--- src/rtl/hazard_ctrl_if.sv ---
// Hazard controller bundle: pipeline hazard sources in, register strobes and status out.
// The pipeline side drives as master; the controller sits on the slave modport.
interface hazard_ctrl_if #(
    parameter int CNT_W = 16
) ();
    logic             IDEX_MemRead_i;
    logic [4:0]       IDEX_RTaddr_i;
    logic [4:0]       IFID_RSaddr_i;
    logic [4:0]       IFID_RTaddr_i;
    logic             Branch_taken_i;
    logic             Mem_req_i;
    logic             Mem_ack_i;
    logic             PC_write_o;
    logic             IFID_write_o;
    logic             IFID_flush_o;
    logic             IDEX_write_o;
    logic             IDEX_bubble_o;
    logic             EXMEM_write_o;
    logic             EXMEM_flush_o;
    logic             MEMWB_bubble_o;
    logic             ready_o;
    logic             err_o;
    logic [CNT_W-1:0] stall_cnt_o;

    modport master (
        output IDEX_MemRead_i, IDEX_RTaddr_i, IFID_RSaddr_i, IFID_RTaddr_i,
               Branch_taken_i, Mem_req_i, Mem_ack_i,
        input  PC_write_o, IFID_write_o, IFID_flush_o, IDEX_write_o, IDEX_bubble_o,
               EXMEM_write_o, EXMEM_flush_o, MEMWB_bubble_o, ready_o, err_o, stall_cnt_o
    );

    modport slave (
        input  IDEX_MemRead_i, IDEX_RTaddr_i, IFID_RSaddr_i, IFID_RTaddr_i,
               Branch_taken_i, Mem_req_i, Mem_ack_i,
        output PC_write_o, IFID_write_o, IFID_flush_o, IDEX_write_o, IDEX_bubble_o,
               EXMEM_write_o, EXMEM_flush_o, MEMWB_bubble_o, ready_o, err_o, stall_cnt_o
    );
endinterface

--- src/rtl/hazard_ctrl.sv ---
// 5-stage pipeline stall/flush controller; strobes are combinational (0 cycles) from state + inputs.
// Backpressure: a pending memory access (req without ack) freezes every pipeline register.
module hazard_ctrl #(
    parameter int BOOT_CYCLES = 4,
    parameter int MEM_TIMEOUT = 255,
    parameter int CNT_W       = 16
) (
    input  logic          clk_i,
    input  logic          start_i,
    hazard_ctrl_if.slave  bus
);
    typedef enum logic [1:0] {BOOT, RUN, MEM_WAIT, HALT} state_t;

    localparam int BOOT_W = (BOOT_CYCLES > 1) ? $clog2(BOOT_CYCLES) : 1;
    localparam int WAIT_W = $clog2(MEM_TIMEOUT + 1) + 1;

    // Strobe order: PC_w, IFID_w, IFID_flush, IDEX_w, IDEX_bubble, EXMEM_w, EXMEM_flush, MEMWB_bubble
    localparam logic [7:0] S_BOOT   = 8'b0010_1011;
    localparam logic [7:0] S_FREEZE = 8'b0000_0001;
    localparam logic [7:0] S_BRANCH = 8'b1111_1110;
    localparam logic [7:0] S_LOAD   = 8'b0001_1100;
    localparam logic [7:0] S_NORMAL = 8'b1101_0100;

    state_t            state;
    logic [BOOT_W-1:0] boot_cnt;
    logic [WAIT_W-1:0] wait_cnt;
    logic              err;
    logic [CNT_W-1:0]  stall_cnt;
    logic [7:0]        strb;
    logic              mstall;
    logic              load_use;
    logic              active;

    assign mstall   = bus.Mem_req_i & ~bus.Mem_ack_i;
    assign load_use = bus.IDEX_MemRead_i && (bus.IDEX_RTaddr_i != 5'd0) &&
                      ((bus.IDEX_RTaddr_i == bus.IFID_RSaddr_i) ||
                       (bus.IDEX_RTaddr_i == bus.IFID_RTaddr_i));
    assign active   = (state == RUN) || (state == MEM_WAIT);

    always_comb begin
        strb = S_NORMAL;
        case (state)
            BOOT:    strb = S_BOOT;
            HALT:    strb = S_FREEZE;
            default: begin
                // A branch held in the frozen EX/MEM stage is honoured once the freeze lifts.
                if (mstall)                  strb = S_FREEZE;
                else if (bus.Branch_taken_i) strb = S_BRANCH;
                else if (load_use)           strb = S_LOAD;
                else                         strb = S_NORMAL;
            end
        endcase
    end

    always_ff @(posedge clk_i or negedge start_i) begin
        if (!start_i) begin
            state     <= BOOT;
            boot_cnt  <= '0;
            wait_cnt  <= '0;
            err       <= 1'b0;
            stall_cnt <= '0;
        end else begin
            case (state)
                BOOT: begin
                    if (boot_cnt == BOOT_W'(BOOT_CYCLES - 1)) state <= RUN;
                    else                                      boot_cnt <= boot_cnt + 1'b1;
                end
                RUN: begin
                    if (mstall) begin
                        state    <= MEM_WAIT;
                        wait_cnt <= WAIT_W'(1);
                    end
                end
                MEM_WAIT: begin
                    if (mstall) begin
                        if ((MEM_TIMEOUT != 0) && (wait_cnt == WAIT_W'(MEM_TIMEOUT))) begin
                            state <= HALT;
                            err   <= 1'b1;
                        end else begin
                            wait_cnt <= wait_cnt + 1'b1;
                        end
                    end else begin
                        state    <= RUN;
                        wait_cnt <= '0;
                    end
                end
                default: state <= HALT;
            endcase

            if (active && !strb[7] && (stall_cnt != {CNT_W{1'b1}}))
                stall_cnt <= stall_cnt + 1'b1;
        end
    end

    assign bus.PC_write_o     = strb[7];
    assign bus.IFID_write_o   = strb[6];
    assign bus.IFID_flush_o   = strb[5];
    assign bus.IDEX_write_o   = strb[4];
    assign bus.IDEX_bubble_o  = strb[3];
    assign bus.EXMEM_write_o  = strb[2];
    assign bus.EXMEM_flush_o  = strb[1];
    assign bus.MEMWB_bubble_o = strb[0];
    assign bus.ready_o        = (state != BOOT);
    assign bus.err_o          = err;
    assign bus.stall_cnt_o    = stall_cnt;
endmodule

--- src/flat_wrapper.sv ---
// flat-port wrapper written by rule: the top's interface ports become plain ports
module hazard_ctrl_flat 
#(
    parameter int BOOT_CYCLES = 4,
    parameter int MEM_TIMEOUT = 255,
    parameter int CNT_W       = 16
)
  (clk_i, start_i, bus_IDEX_MemRead_i, bus_IDEX_RTaddr_i, bus_IFID_RSaddr_i, bus_IFID_RTaddr_i, bus_Branch_taken_i, bus_Mem_req_i, bus_Mem_ack_i, bus_PC_write_o, bus_IFID_write_o, bus_IFID_flush_o, bus_IDEX_write_o, bus_IDEX_bubble_o, bus_EXMEM_write_o, bus_EXMEM_flush_o, bus_MEMWB_bubble_o, bus_ready_o, bus_err_o, bus_stall_cnt_o);
  hazard_ctrl_if #(.CNT_W(CNT_W)) bus_i ();
  input  logic clk_i;
  input  logic start_i;
  input wire logic [$bits(bus_i.IDEX_MemRead_i)-1:0] bus_IDEX_MemRead_i;
  input wire logic [$bits(bus_i.IDEX_RTaddr_i)-1:0] bus_IDEX_RTaddr_i;
  input wire logic [$bits(bus_i.IFID_RSaddr_i)-1:0] bus_IFID_RSaddr_i;
  input wire logic [$bits(bus_i.IFID_RTaddr_i)-1:0] bus_IFID_RTaddr_i;
  input wire logic [$bits(bus_i.Branch_taken_i)-1:0] bus_Branch_taken_i;
  input wire logic [$bits(bus_i.Mem_req_i)-1:0] bus_Mem_req_i;
  input wire logic [$bits(bus_i.Mem_ack_i)-1:0] bus_Mem_ack_i;
  output wire logic [$bits(bus_i.PC_write_o)-1:0] bus_PC_write_o;
  output wire logic [$bits(bus_i.IFID_write_o)-1:0] bus_IFID_write_o;
  output wire logic [$bits(bus_i.IFID_flush_o)-1:0] bus_IFID_flush_o;
  output wire logic [$bits(bus_i.IDEX_write_o)-1:0] bus_IDEX_write_o;
  output wire logic [$bits(bus_i.IDEX_bubble_o)-1:0] bus_IDEX_bubble_o;
  output wire logic [$bits(bus_i.EXMEM_write_o)-1:0] bus_EXMEM_write_o;
  output wire logic [$bits(bus_i.EXMEM_flush_o)-1:0] bus_EXMEM_flush_o;
  output wire logic [$bits(bus_i.MEMWB_bubble_o)-1:0] bus_MEMWB_bubble_o;
  output wire logic [$bits(bus_i.ready_o)-1:0] bus_ready_o;
  output wire logic [$bits(bus_i.err_o)-1:0] bus_err_o;
  output wire logic [$bits(bus_i.stall_cnt_o)-1:0] bus_stall_cnt_o;
  assign bus_i.IDEX_MemRead_i = bus_IDEX_MemRead_i;
  assign bus_i.IDEX_RTaddr_i = bus_IDEX_RTaddr_i;
  assign bus_i.IFID_RSaddr_i = bus_IFID_RSaddr_i;
  assign bus_i.IFID_RTaddr_i = bus_IFID_RTaddr_i;
  assign bus_i.Branch_taken_i = bus_Branch_taken_i;
  assign bus_i.Mem_req_i = bus_Mem_req_i;
  assign bus_i.Mem_ack_i = bus_Mem_ack_i;
  assign bus_PC_write_o = bus_i.PC_write_o;
  assign bus_IFID_write_o = bus_i.IFID_write_o;
  assign bus_IFID_flush_o = bus_i.IFID_flush_o;
  assign bus_IDEX_write_o = bus_i.IDEX_write_o;
  assign bus_IDEX_bubble_o = bus_i.IDEX_bubble_o;
  assign bus_EXMEM_write_o = bus_i.EXMEM_write_o;
  assign bus_EXMEM_flush_o = bus_i.EXMEM_flush_o;
  assign bus_MEMWB_bubble_o = bus_i.MEMWB_bubble_o;
  assign bus_ready_o = bus_i.ready_o;
  assign bus_err_o = bus_i.err_o;
  assign bus_stall_cnt_o = bus_i.stall_cnt_o;
  hazard_ctrl #(.BOOT_CYCLES(BOOT_CYCLES), .MEM_TIMEOUT(MEM_TIMEOUT), .CNT_W(CNT_W)) u_core (.clk_i(clk_i), .start_i(start_i), .bus(bus_i));
endmodule
--- config.mk ---
export PLATFORM = sky130hd
export DESIGN_NAME = hazard_ctrl_flat
export DESIGN_NICKNAME = d
export VERILOG_FILES = /design/src/rtl/hazard_ctrl_if.sv /design/src/rtl/hazard_ctrl.sv /design/src/flat_wrapper.sv
export SDC_FILE = /design/constraint.sdc
export NUM_CORES = 1
export LEC_CHECK = 0
export ABC_AREA = 1
export BUFFER_PORTS_ARGS = -buffer_cell sky130_fd_sc_hd__clkbuf_2
export CAP_MARGIN = 20
export CORE_MARGIN = 2
export CORE_UTILIZATION = 58
export CTS_BUF_LIST = sky130_fd_sc_hd__clkbuf_16
export DETAILED_ROUTE_END_ITERATION = 10
export GPL_TIMING_DRIVEN = 0
export HOLD_SLACK_MARGIN = 0.02
export PLACE_DENSITY = 0.85
export SLEW_MARGIN = 10
export SYNTH_ARGS = -nofsm -noshare
export SYNTH_HDL_FRONTEND = slang
export SYNTH_SLANG_ARGS = --single-unit
--- constraint.sdc ---
create_clock -name clk_i -period 2.82 [get_ports clk_i]
set_input_delay 0.282 -clock clk_i [delete_from_list [all_inputs] [get_ports clk_i]]
set_output_delay 0.282 -clock clk_i [all_outputs]
set_load 0.02 [all_outputs]
==> metrics.cfg <==
[clock_tree]
clk_latency_ps = 270
cts_buffers = 5
clock-sinks = 30
clockRootBuffer = clkbuf_16
clock_tree.htree_level_count = 2
postCtsSetupBuffers = 0
clk_path_buf_depth = 2
cts_tree = done
cts_hold_buf = 0
ctsResizeCount = 0
clk_pin_slew_ps = 50

[sta]
clock.fmax_ghz = 0.420
slew_violations = 0
setup_slack_ps = 440
setup_viol = 0
slew_headroom_pct = 50.7
hold_violations = 0
rsz0062_at_grt = false
skew_ps = 4.95
finalCritPeriodShare_pct = 84.4
fin_crit_ps = 2380
worstMarginPinSlew_ps = 739
tns_ps = 0

[logic_synthesis]
ys_seq_area_share_pct = 36.2
syn-mean-instance-area_um2 = 7.25
synthTopCellsByArea = dfrtp_1, nand2_1, inv_1
synth_common_cells = nand2_1, inv_1, dfrtp_1
ys.flop_type = dfrtp_1
syn_nets = 316
netlist_area_um2 = 2070
synth_edf_count = 0
synth_top_area_share_pct = 36.2
synth_top_area_cell = dfrtp_1
async_reset_ff_share_pct = 100
ys_seq_elements = 30
ys_types = 30
yosysWarnings = 0
yosysMostFrequentCell = nand2_1
synth_cells = 286

[global_routing]
grt_max_degree = 31
grt_pass1_vias = 1948
grt_antenna_before_repair = 0
overflow = 0
gr-usage-all-layers_pct = 25.7
grt_pass1_wl_um = 8270

[pwr]
p_clk_share_pct = 25.1
ir_drop_mv = 0.624
p_sw_mw = 0.870
power_frac_seq_pct = 29.3
comb_power_share_pct = 45.6
p_leak_nw = 1.33
p_sw_share_pct = 43.5
pwr_density_cell_nw_per_um2 = 802
intPower_mw = 1.13

[drt]
firstDrtPassIters = 5
wl_um = 4600
drt_iter0_drc = 147
vias_per_cell = 5.16
drcViolationCount = 0
wire_per_inst_um = 12.0
vias = 1985
ant_nets = 0

[placed_design]
place_ws_ps = 744
routabilityCongestion = 0.910
dp_hpwl_um = 3400
io_buffers = 46
dp_cells = 378

[run]
maxCapViolCount = 0

[critical_path]
crit_fanout = 5
critPathArrivalTime_ps = 2100
r2r-start = u_core.wait_cnt[0]
r2r_cells = 12
r2r_end = u_core.wait_cnt[5]
r2r_slack_ps = 620
critical_path_required_ps = 2540
path_class = flop to output port
end_kind = output port
worstSetupStartpointType = flop

[floorplanning]
start_util_pct = 61.2
dieArea_um2 = 4070
die_h_um = 63.8
rows = 21
die_x_um = 63.8
fp.coreArea_um2 = 3390
pin_count = 47

[finish]
drive_gt1_share_pct = 20.6
n_antenna_cell = 0
area_delta_synth_final_pct = 20.4
stdcell_count = 385
fin_nets = 369

[min_path]
worstHoldPathType = input pin to asynchronous set/reset pin

[outcome]
status = completed

==> worst max path at each step <==
stage | endpoint | cells after the start | startpoint
floorplan | bus_IDEX_bubble_o | 7 | u_core.state[0]
global placement | bus_IDEX_bubble_o | 6 | u_core.state[0]
detailed placement | bus_IFID_flush_o | 8 | u_core.state[0]
CTS | bus_IDEX_bubble_o | 8 | u_core.state[0]
global route | bus_IFID_flush_o | 8 | u_core.state[0]
finish | bus_IDEX_bubble_o | 8 | u_core.state[0]
==> stage by stage <==
step | hold WS, ps | utilization (%) | cell area [um2] | total power [mW]
after floorplan | -13.6 | - | 2070 | 1.24
after global placement | 375 | 69.7 | 2360 | 1.48
after detailed placement | 380 | 69.7 | 2360 | 1.50
after CTS | 89.4 | 73.6 | 2500 | 2.01
after global routing | 147 | 73.6 | 2500 | 2.13
final | 60.8 | 73.6 | 2500 | 2.00
==> per-layer routing <==
metal,part of all wire [%],vias up,track usage (%)
met5,0,-,0
met4,1.5,0,9.78
li1,-,1021,-
met1,46,920,32.0
met2,49,36,44.1
met3,3.4,8,4.93
==> final cells by class <==
cell class / count / area, um2
clock inverter: 2 / 10.0
tap: 46 / 57.6
sequential: 30 / 751
inverter: 40 / 150
timing repair buffer: 46 / 230
clock buffer: 5 / 125
multi-input combinational: 208 / 1120
buffer: 8 / 51.3
fill: 283 / 893
==> cell usage in the layout, fill, tap and decap left out, drive strengths merged <==
master  netlist  final
ha            9      9
nand3        17     17
inv          40     40
o211ai        1      1
mux2          1      1
nor3b         2      2
xnor2         7      7
clkinv        0      2
buf           8      8
nor2         29     29
o22ai         1      1
o21ai         6      6
or2           1      1
nand4        19     19
a31o          1      1
dfrtp        30     30
nor3         10     10
nand3b        2      2
xor2          9      9
a21oi         2      2
o31ai         1      1
nand2        89     89
clkbuf        0     51
nor4          1      1
==> flip-flops by register name, indices dropped and copies added, names as in the netlist <==
name / cells
u_core.state: 2
u_core.wait_cnt: 9
u_core.bus.stall_cnt_o: 16
u_core.boot_cnt: 2
u_core.bus.err_o: 1
==> cell families (layout without fill, tap and decap cells) <==
family | count (synthesis) | after routing | share of synthesized area, %
AOI/OAI and AO/OA | 12 | 12 | 3.38
buffers and inverters | 48 | 101 | 9.72
adders and majority gates | 9 | 9 | 5.43
DFF | 30 | 30 | 36.2
xor gates and xnor gates | 16 | 16 | 6.76
and+or+nand+nor | 170 | 170 | 38.0
muxes | 1 | 1 | 0.543
==> power by group through the flow <==
| stage | clock [mW] | combinational (mW) | sequential, mW |
|---|---|---|---|
| finish | 0.503 | 0.913 | 0.586 |
| global route | 0.521 | 1.02 | 0.594 |
| CTS | 0.507 | 0.918 | 0.585 |
| detailed placement | 0 | 0.911 | 0.591 |
| global placement | 0 | 0.893 | 0.585 |
| floorplan | 0 | 0.628 | 0.608 |
==> worst max-delay path, cell delays in order (launching register included) <==
cell and delay [ps]:
dfrtp_1 410, inv_1 80, ha_1 350, inv_1 70, nor2_1 280, inv_1 110
o22ai_1 220, a31o_2 140, clkbuf_2 160
No activity file was read; power rests on OpenSTA's default activity.
